[config.mk]
export PLATFORM = sky130hd
export DESIGN_NAME = minmax_scan
export DESIGN_NICKNAME = d
export VERILOG_FILES = /design/src/rtl/minmax_scan.sv
export SDC_FILE = /design/constraint.sdc
export NUM_CORES = 1
export LEC_CHECK = 0
export BUFFER_PORTS_ARGS = -buffer_cell sky130_fd_sc_hd__buf_2
export CAP_MARGIN = 40
export CORE_UTILIZATION = 49
export DETAILED_ROUTE_END_ITERATION = 16
export GPL_TIMING_DRIVEN = 0
export PLACE_DENSITY_LB_ADDON = 0.25
export SLEW_MARGIN = 30
export SYNTH_ARGS = -nofsm -noshare
export SYNTH_HDL_FRONTEND = slang
export SYNTH_SLANG_ARGS = --single-unit
[constraint.sdc]
create_clock -name clk -period 1.8 [get_ports clk]
set_input_delay 0.27 -clock clk [delete_from_list [all_inputs] [get_ports clk]]
set_output_delay 0.27 -clock clk [all_outputs]
set_load 0.1 [all_outputs]
[src/rtl/minmax_scan.sv]
// rtl/minmax_scan.sv - burst min/max/count scanner sharing one external less-than comparator
// Optional MINMAX_SIGNED_EN: two's complement ordering via MSB inversion on cmp_a/cmp_b.
module minmax_scan #(
  parameter int WIDTH = 32,
  parameter int CNT_W = 16
) (
  input  logic             clk,
  input  logic             rst_n,
  input  logic             in_valid,
  output logic             in_ready,
  input  logic [WIDTH-1:0] in_data,
  input  logic             in_last,
  output logic [WIDTH-1:0] cmp_a,
  output logic [WIDTH-1:0] cmp_b,
  input  logic             cmp_lt,
  output logic             out_valid,
  input  logic             out_ready,
  output logic [WIDTH-1:0] out_min,
  output logic [WIDTH-1:0] out_max,
  output logic [CNT_W-1:0] out_count
);

  typedef enum logic [1:0] {ACCEPT, CMP_MIN, CMP_MAX, DONE} state_t;

  localparam logic [CNT_W-1:0] CNT_MAX = '1;

  state_t           state, next_state;
  logic             first;
  logic             hold_last;
  logic [WIDTH-1:0] hold;
  logic [WIDTH-1:0] op_a, op_b;
  logic             take;

  assign take = in_valid & in_ready;

  always_ff @(posedge clk) begin
    if (!rst_n) state <= ACCEPT;
    else        state <= next_state;
  end

  always_comb begin
    next_state = state;
    case (state)
      ACCEPT:  if (take) next_state = first ? (in_last ? DONE : ACCEPT) : CMP_MIN;
      CMP_MIN: next_state = CMP_MAX;
      CMP_MAX: next_state = hold_last ? DONE : ACCEPT;
      DONE:    if (out_ready) next_state = ACCEPT;
      default: next_state = ACCEPT;
    endcase
  end

  always_comb begin
    in_ready  = (state == ACCEPT);
    out_valid = (state == DONE);
  end

  // Operand registers feed the comparator; its result is consumed the cycle after loading.
  always_ff @(posedge clk) begin
    if (!rst_n) begin
      first     <= 1'b1;
      hold      <= '0;
      hold_last <= 1'b0;
      op_a      <= '0;
      op_b      <= '0;
      out_min   <= '0;
      out_max   <= '0;
      out_count <= '0;
    end else begin
      case (state)
        ACCEPT: begin
          if (take) begin
            if (first) begin
              out_min   <= in_data;
              out_max   <= in_data;
              out_count <= CNT_W'(1);
              first     <= 1'b0;
            end else begin
              hold      <= in_data;
              hold_last <= in_last;
              if (out_count != CNT_MAX) out_count <= out_count + CNT_W'(1);
              op_a      <= in_data;
              op_b      <= out_min;
            end
          end
        end
        CMP_MIN: begin
          if (cmp_lt) out_min <= hold;
          op_a <= out_max;
          op_b <= hold;
        end
        CMP_MAX: begin
          if (cmp_lt) out_max <= hold;
          op_a <= '0;
          op_b <= '0;
        end
        DONE: begin
          if (out_ready) first <= 1'b1;
        end
        default: ;
      endcase
    end
  end

`ifdef MINMAX_SIGNED_EN
  localparam logic [WIDTH-1:0] MSB_FLIP = {1'b1, {(WIDTH-1){1'b0}}};
  assign cmp_a = op_a ^ MSB_FLIP;
  assign cmp_b = op_b ^ MSB_FLIP;
`else
  assign cmp_a = op_a;
  assign cmp_b = op_b;
`endif

endmodule

# Word level (Yosys, flattened, before mapping)
# Cells that the tools add are included.
# totals
output_inout_bits	146
mem_bits_rw	0
reg_bits	180
elab_cells	57
inputBits	38
mem_count	0
latchBits	0
rom_bits	0
# op_classes
mux	22
addsub	1
eq_ne	10
n_reduce_logical	13
n_lt_le_gt_ge	0
bitwise_logic	2
n_shift	0
div_mod_pow	0
n_mul	0
# op_table
operator	count
32-bit 2-to-1 mux	7
32-bit one-hot mux with 3 select lines	2
32-bit one-hot mux with 2 select lines	2
16-bit 2-to-1 mux	2
16-bit by 1-bit adder with 16-bit output (second input constant)	1
16-bit != test (second input constant)	1
3-bit AND reduction	4
2-bit 2-to-1 mux	5
2-bit != test (second input constant)	4
2-bit one-hot mux with 4 select lines	1
4-bit AND reduction	2
2-bit nonzero test	4
2-bit == test (second input constant)	2
2-bit by 1-bit != test with 1-bit output (second input constant)	2
3-bit nonzero test	1
2-bit by 1-bit == test with 1-bit output (second input constant)	1
2-bit zero test	1
1-bit 2-to-1 mux	2
1-bit one-hot mux with 2 select lines	1
2-bit AND reduction	1
1-bit AND	1
1-bit NOT	1

# Longest topological paths before layout
# depth
word_depth	4
depth_mapped	8
ltp_nobuf	6

# Worst setup path before layout
# OpenSTA, ideal clock, no wires.
# synth_path
path_type	flip-flop to flip-flop
startpoint	reg out_count[0]
endpoint	reg out_count[7]
setup_time_ns	0.074
t_arrival_ns	2.635
synth_period_minus_slack_ns	2.709
required_time_ns	1.726
path_buffers	1
path_stages_with_launch	7
slack_ns	-0.909
path_cell_list	dfxtp_1 ha_1 nand4_2 or4_4 buf_6 a211o_1 a31oi_1
# synth_between
elab_chain_cells	3
word_cells_on_any_way	6
cone_classes	add/sub: 1; eq/ne: 1; mux: 2; reduce/logical: 2
# synth_lines
element	line	source
from (decl)	20	output logic [CNT_W-1:0] out_count
from (signal assigned)	80	if (out_count != CNT_MAX) out_count <= out_count + CNT_W'(1);
16-bit by 1-bit adder with 16-bit output or 16-bit != test (tied branches)	80	
16-bit 2-to-1 mux or 2-bit nonzero test (tied branches)	n/a	
16-bit 2-to-1 mux or 3-bit AND reduction (tied branches)	n/a	
# Several ways; a longest one is shown, not always the timed one. The select of a mux whose other input is x is not followed.
# A chain may end at the register's enable or synchronous reset.

# Final worst setup path
# Ends and elaborated chain as after synthesis.

==> impl_results.rst <==
.. list-table::
   :header-rows: 1

   * - Metric
     - Value
   * - Outcome
     - finished, final reports clean
   * - Worst max-slew margin expressed relative to the limit
     - between 50 and 60%
   * - Initial core utilization
     - 50.7%
   * - Post-synthesis net count
     - 992
   * - Cell at the root of the clock tree
     - sky130_fd_sc_hd__clkbuf_16
   * - Total global-route track usage
     - 30.9%
   * - Multiplexer share of the synthesized area
     - approximately 8.5%
   * - FF+latch area
     - approximately 3700 um^2
   * - Sequential area share after synthesis
     - between 40% and 50%
   * - Req. time, crit path
     - roughly 2.2 ns
   * - Transition time at the pin with the least slew margin
     - 0.655 ns
   * - Post-synth top flop
     - sky130_fd_sc_hd__dfxtp_1
   * - Category of the worst setup path launch point
     - flop
   * - Max-slew violation total from the final report
     - 0
   * - Kind of end point of the critical path
     - flop
   * - Via count
     - about 8,200
   * - XOR/XNOR share of the synthesized area
     - 0%
   * - # port buffers
     - about 180
   * - Bufs on Longest Clock Path
     - 2
   * - Worst Clk Skew
     - between 0.007 and 0.008 ns
   * - Dominant combinational cell family by area after synthesis
     - simple AND/OR/NAND/NOR gates
   * - Pre-CTS setup slack
     - -0.618 ns
   * - RePlAce Congestion
     - between 0.8 and 0.9
   * - Share of layout cells above drive strength 1
     - 30.2%
   * - Post-route setup slack
     - around 0.0033 ns
   * - Cell row count
     - 46
   * - Core Footprint
     - ~16,000 um^2
   * - Overflow left after global routing
     - 0
   * - Post-route non-filler standard cell count
     - 1,391
   * - Most Used Layer, Global Route
     - met2
   * - TritonCTS sink count
     - 180
   * - Fmax achieved
     - approximately 560 MHz
   * - Pin count of the biggest net entering global routing
     - 17
   * - Synth Area in Simple Gates
     - a little under a quarter
   * - Half-perimeter wire length of the detailed placement result
     - 18,300 um
   * - Seq cells post-synth
     - between 150 and 200
   * - Total Die Area
     - roughly 17,000 um^2
   * - Most frequent cells in the layout
     - 184 x sky130_fd_sc_hd__buf_2, 162 x sky130_fd_sc_hd__dfxtp_1, 136 x sky130_fd_sc_hd__nor2_1, 77 x sky130_fd_sc_hd__nand2_1, 72 x sky130_fd_sc_hd__nand3_1
   * - Number of routed nets with antenna violations
     - 0
   * - CTS H-tree depth
     - 4
   * - Grt met1 use
     - 41.3%
   * - Compound-Gate Fraction of Synth Area
     - roughly 19%
   * - Unrepaired setup endpoints after global routing
     - yes
   * - Maximum fanout along the worst path
     - 8
   * - Post-Synthesis Cells
     - between 900 and 1,000
   * - Max-cap viol count
     - 0
   * - Number of setup violations in the final report
     - 0
   * - Number of remaining DRC errors
     - 0
   * - Post-synthesis cell type with the largest combined area
     - sky130_fd_sc_hd__dfxtp_1
   * - Die X-Extent
     - approximately 130 um
   * - Antenna violations before repair
     - 0
   * - Synth async-reset ratio
     - 0%
   * - Number of placed I/O pins
     - ~180
   * - Number of violations reported at the end of detailed-routing iteration 0
     - approximately 670
   * - Number of search-and-repair iterations in the first detailed-routing pass
     - 5
   * - Multi-input gate area in the final layout
     - roughly 4300 um^2
   * - Synth top area share
     - between 40 and 50%
   * - Mean post-synth cell area
     - 8.54 um^2
   * - Critical setup path kind
     - reg -> reg
   * - Global routing met2 resource utilization
     - 49.0%
   * - Number of global-route vias before repair
     - 7,447
   * - Worst hold path type
     - in -> reg
   * - Via density per instance
     - 5.88
   * - Arithmetic-cell share of the synthesized area counting full adders, half adders and majority gates
     - less than 1%
   * - Final worst path period share
     - approximately 100%
   * - Hold_buf cts
     - 0
   * - Cts bufs inserted
     - 17
   * - Clock tree from TritonCTS
     - done
   * - Fin. Hold Viols
     - 0
   * - Distinct cell type count of the synthesized netlist
     - 47
   * - Post-layout min period
     - between 1.5 and 2 ns
   * - Mapped Area
     - 8110 um^2
   * - Total detailed-routing wirelength
     - 26,700 um
   * - Placed Cells
     - about 1,300
   * - Worst-path clk slew
     - roughly 0.060 ns
   * - Number of synthesized flops with an enable pin
     - 0
   * - Wire length of the first global-routing pass
     - ~40,000 um
   * - Wire length per cell after detailed routing
     - 19.2 um
   * - # nets final
     - roughly 1,200
   * - Fill cell total of the finished layout
     - between 1,000 and 1,500
   * - Main area contributors after synthesis
     - sky130_fd_sc_hd__dfxtp_1 44%, sky130_fd_sc_hd__mux2i_1 8.4%, sky130_fd_sc_hd__a311oi_1 6.9%
   * - Met3 routing resource usage after global routing
     - about 5.3%
   * - Area growth from synthesis to final layout
     - 30.2%
   * - Most frequent standard cell in the layout excluding fill and tap cells
     - sky130_fd_sc_hd__buf_2
   * - Die Y
     - 131 um
   * - YS warnings
     - 0
   * - Data arrival time of the critical path
     - 2.15 ns
   * - Latest clock arrival within the worst-skew pair
     - roughly 0.44 ns
[final timing paths]
path                                                start                   endpoint  slack [ns]  depth (start not counted)
worst max-delay path            out_count[0]$_SDFFE_PN0P_  out_count[7]$_SDFFE_PN0P_       0.003                          6
worst min-delay path                              in_last     hold_last$_SDFFE_PN0P_        0.10                          3
worst max register to register  out_count[0]$_SDFFE_PN0P_  out_count[7]$_SDFFE_PN0P_       0.003                          6
worst min register to register     hold_last$_SDFFE_PN0P_     hold_last$_SDFFE_PN0P_        0.48                          2
[logic make-up after synthesis]
group | after synthesis
buf+inv | 100
flops | 180
fa+ha+maj | 5
mux | 69
compound gates | 203
simple gates | 392
[metal layers]
layer	vias to the layer above	wire length, um
li1	3866	-
met4	0	638
met1	3913	11800
met5	-	0
met2	341	12400
met3	53	1880
[critical path: stages (launching register included)]
cell,delay [ns]
sky130_fd_sc_hd__dfxtp_4,0.37
sky130_fd_sc_hd__ha_4,0.16
sky130_fd_sc_hd__nand4_4,0.10
sky130_fd_sc_hd__or4_4,0.53
sky130_fd_sc_hd__buf_8,0.16
sky130_fd_sc_hd__a211o_1,0.26
sky130_fd_sc_hd__a31oi_1,0.14
[repair_timing]
| item | CTS | global route |
|---|---|---|
| pin swaps | 3 | 2 |
| resized for setup | 53 | 93 |
| gates cloned | 1 | 1 |
| buffers inserted | 7 | 6 |
| endpoints found under the setup margin | 179 | 168 |
[registers in the layout, summed over array words and instances, names as in the netlist]
name,flops
cmp_a,32
cmp_b,32
first,1
hold,32
hold_last,1
out_count,16
out_max,32
out_min,32
state,2
[synthesized netlist by cell type (all sizes together), types with 4 or more instances]
| master | count |
|---|---|
| dfxtp | 180 |
| nor2 | 139 |
| clkbuf | 82 |
| nand2 | 78 |
| nand3 | 73 |
| mux2i | 68 |
| nand2b | 67 |
| a211oi | 65 |
| a311oi | 64 |
| a21oi | 43 |
| a31oi | 11 |
| inv | 10 |
| buf | 8 |
| nand4 | 6 |
| ha | 5 |
| nor3 | 5 |
| nor4 | 5 |
| o21ai | 5 |
| or4 | 5 |
| o221a | 4 |
[stage by stage]
stage | area, um^2 | TNS [ns] | utilization, % | hold WS (ns)
2_1_floorplan | 8290 | -1.26 | - | 0.406
3_3_place_gp | 9470 | -72.99 | 59.2 | 0.458
3_5_place_dp | 9470 | -73.47 | 59.2 | 0.467
4_1_cts | 10300 | 0 | 64.3 | 0.0924
5_1_grt | 10600 | -0.206 | 65.9 | 0.111
6_report | 10600 | 0 | 66.0 | 0.101
[area by class of cell]
| class | instances | share of cell area [%] |
|---|---|---|
| well taps | 216 | 2.56 |
| diodes | 1 | 0.0237 |
| clock buffers | 26 | 5.03 |
| flip-flops and latches | 180 | 34.7 |
| inverters | 10 | 0.356 |
| repair buffers | 196 | 9.97 |
| plain buffers | 86 | 5.28 |
| multi-input cells | 670 | 41.1 |
| clock inverters | 6 | 1.04 |
Power is left out: the tool's default activity adds up to more than one toggle a clock period on the data nets, which glitch-free logic cannot reach.
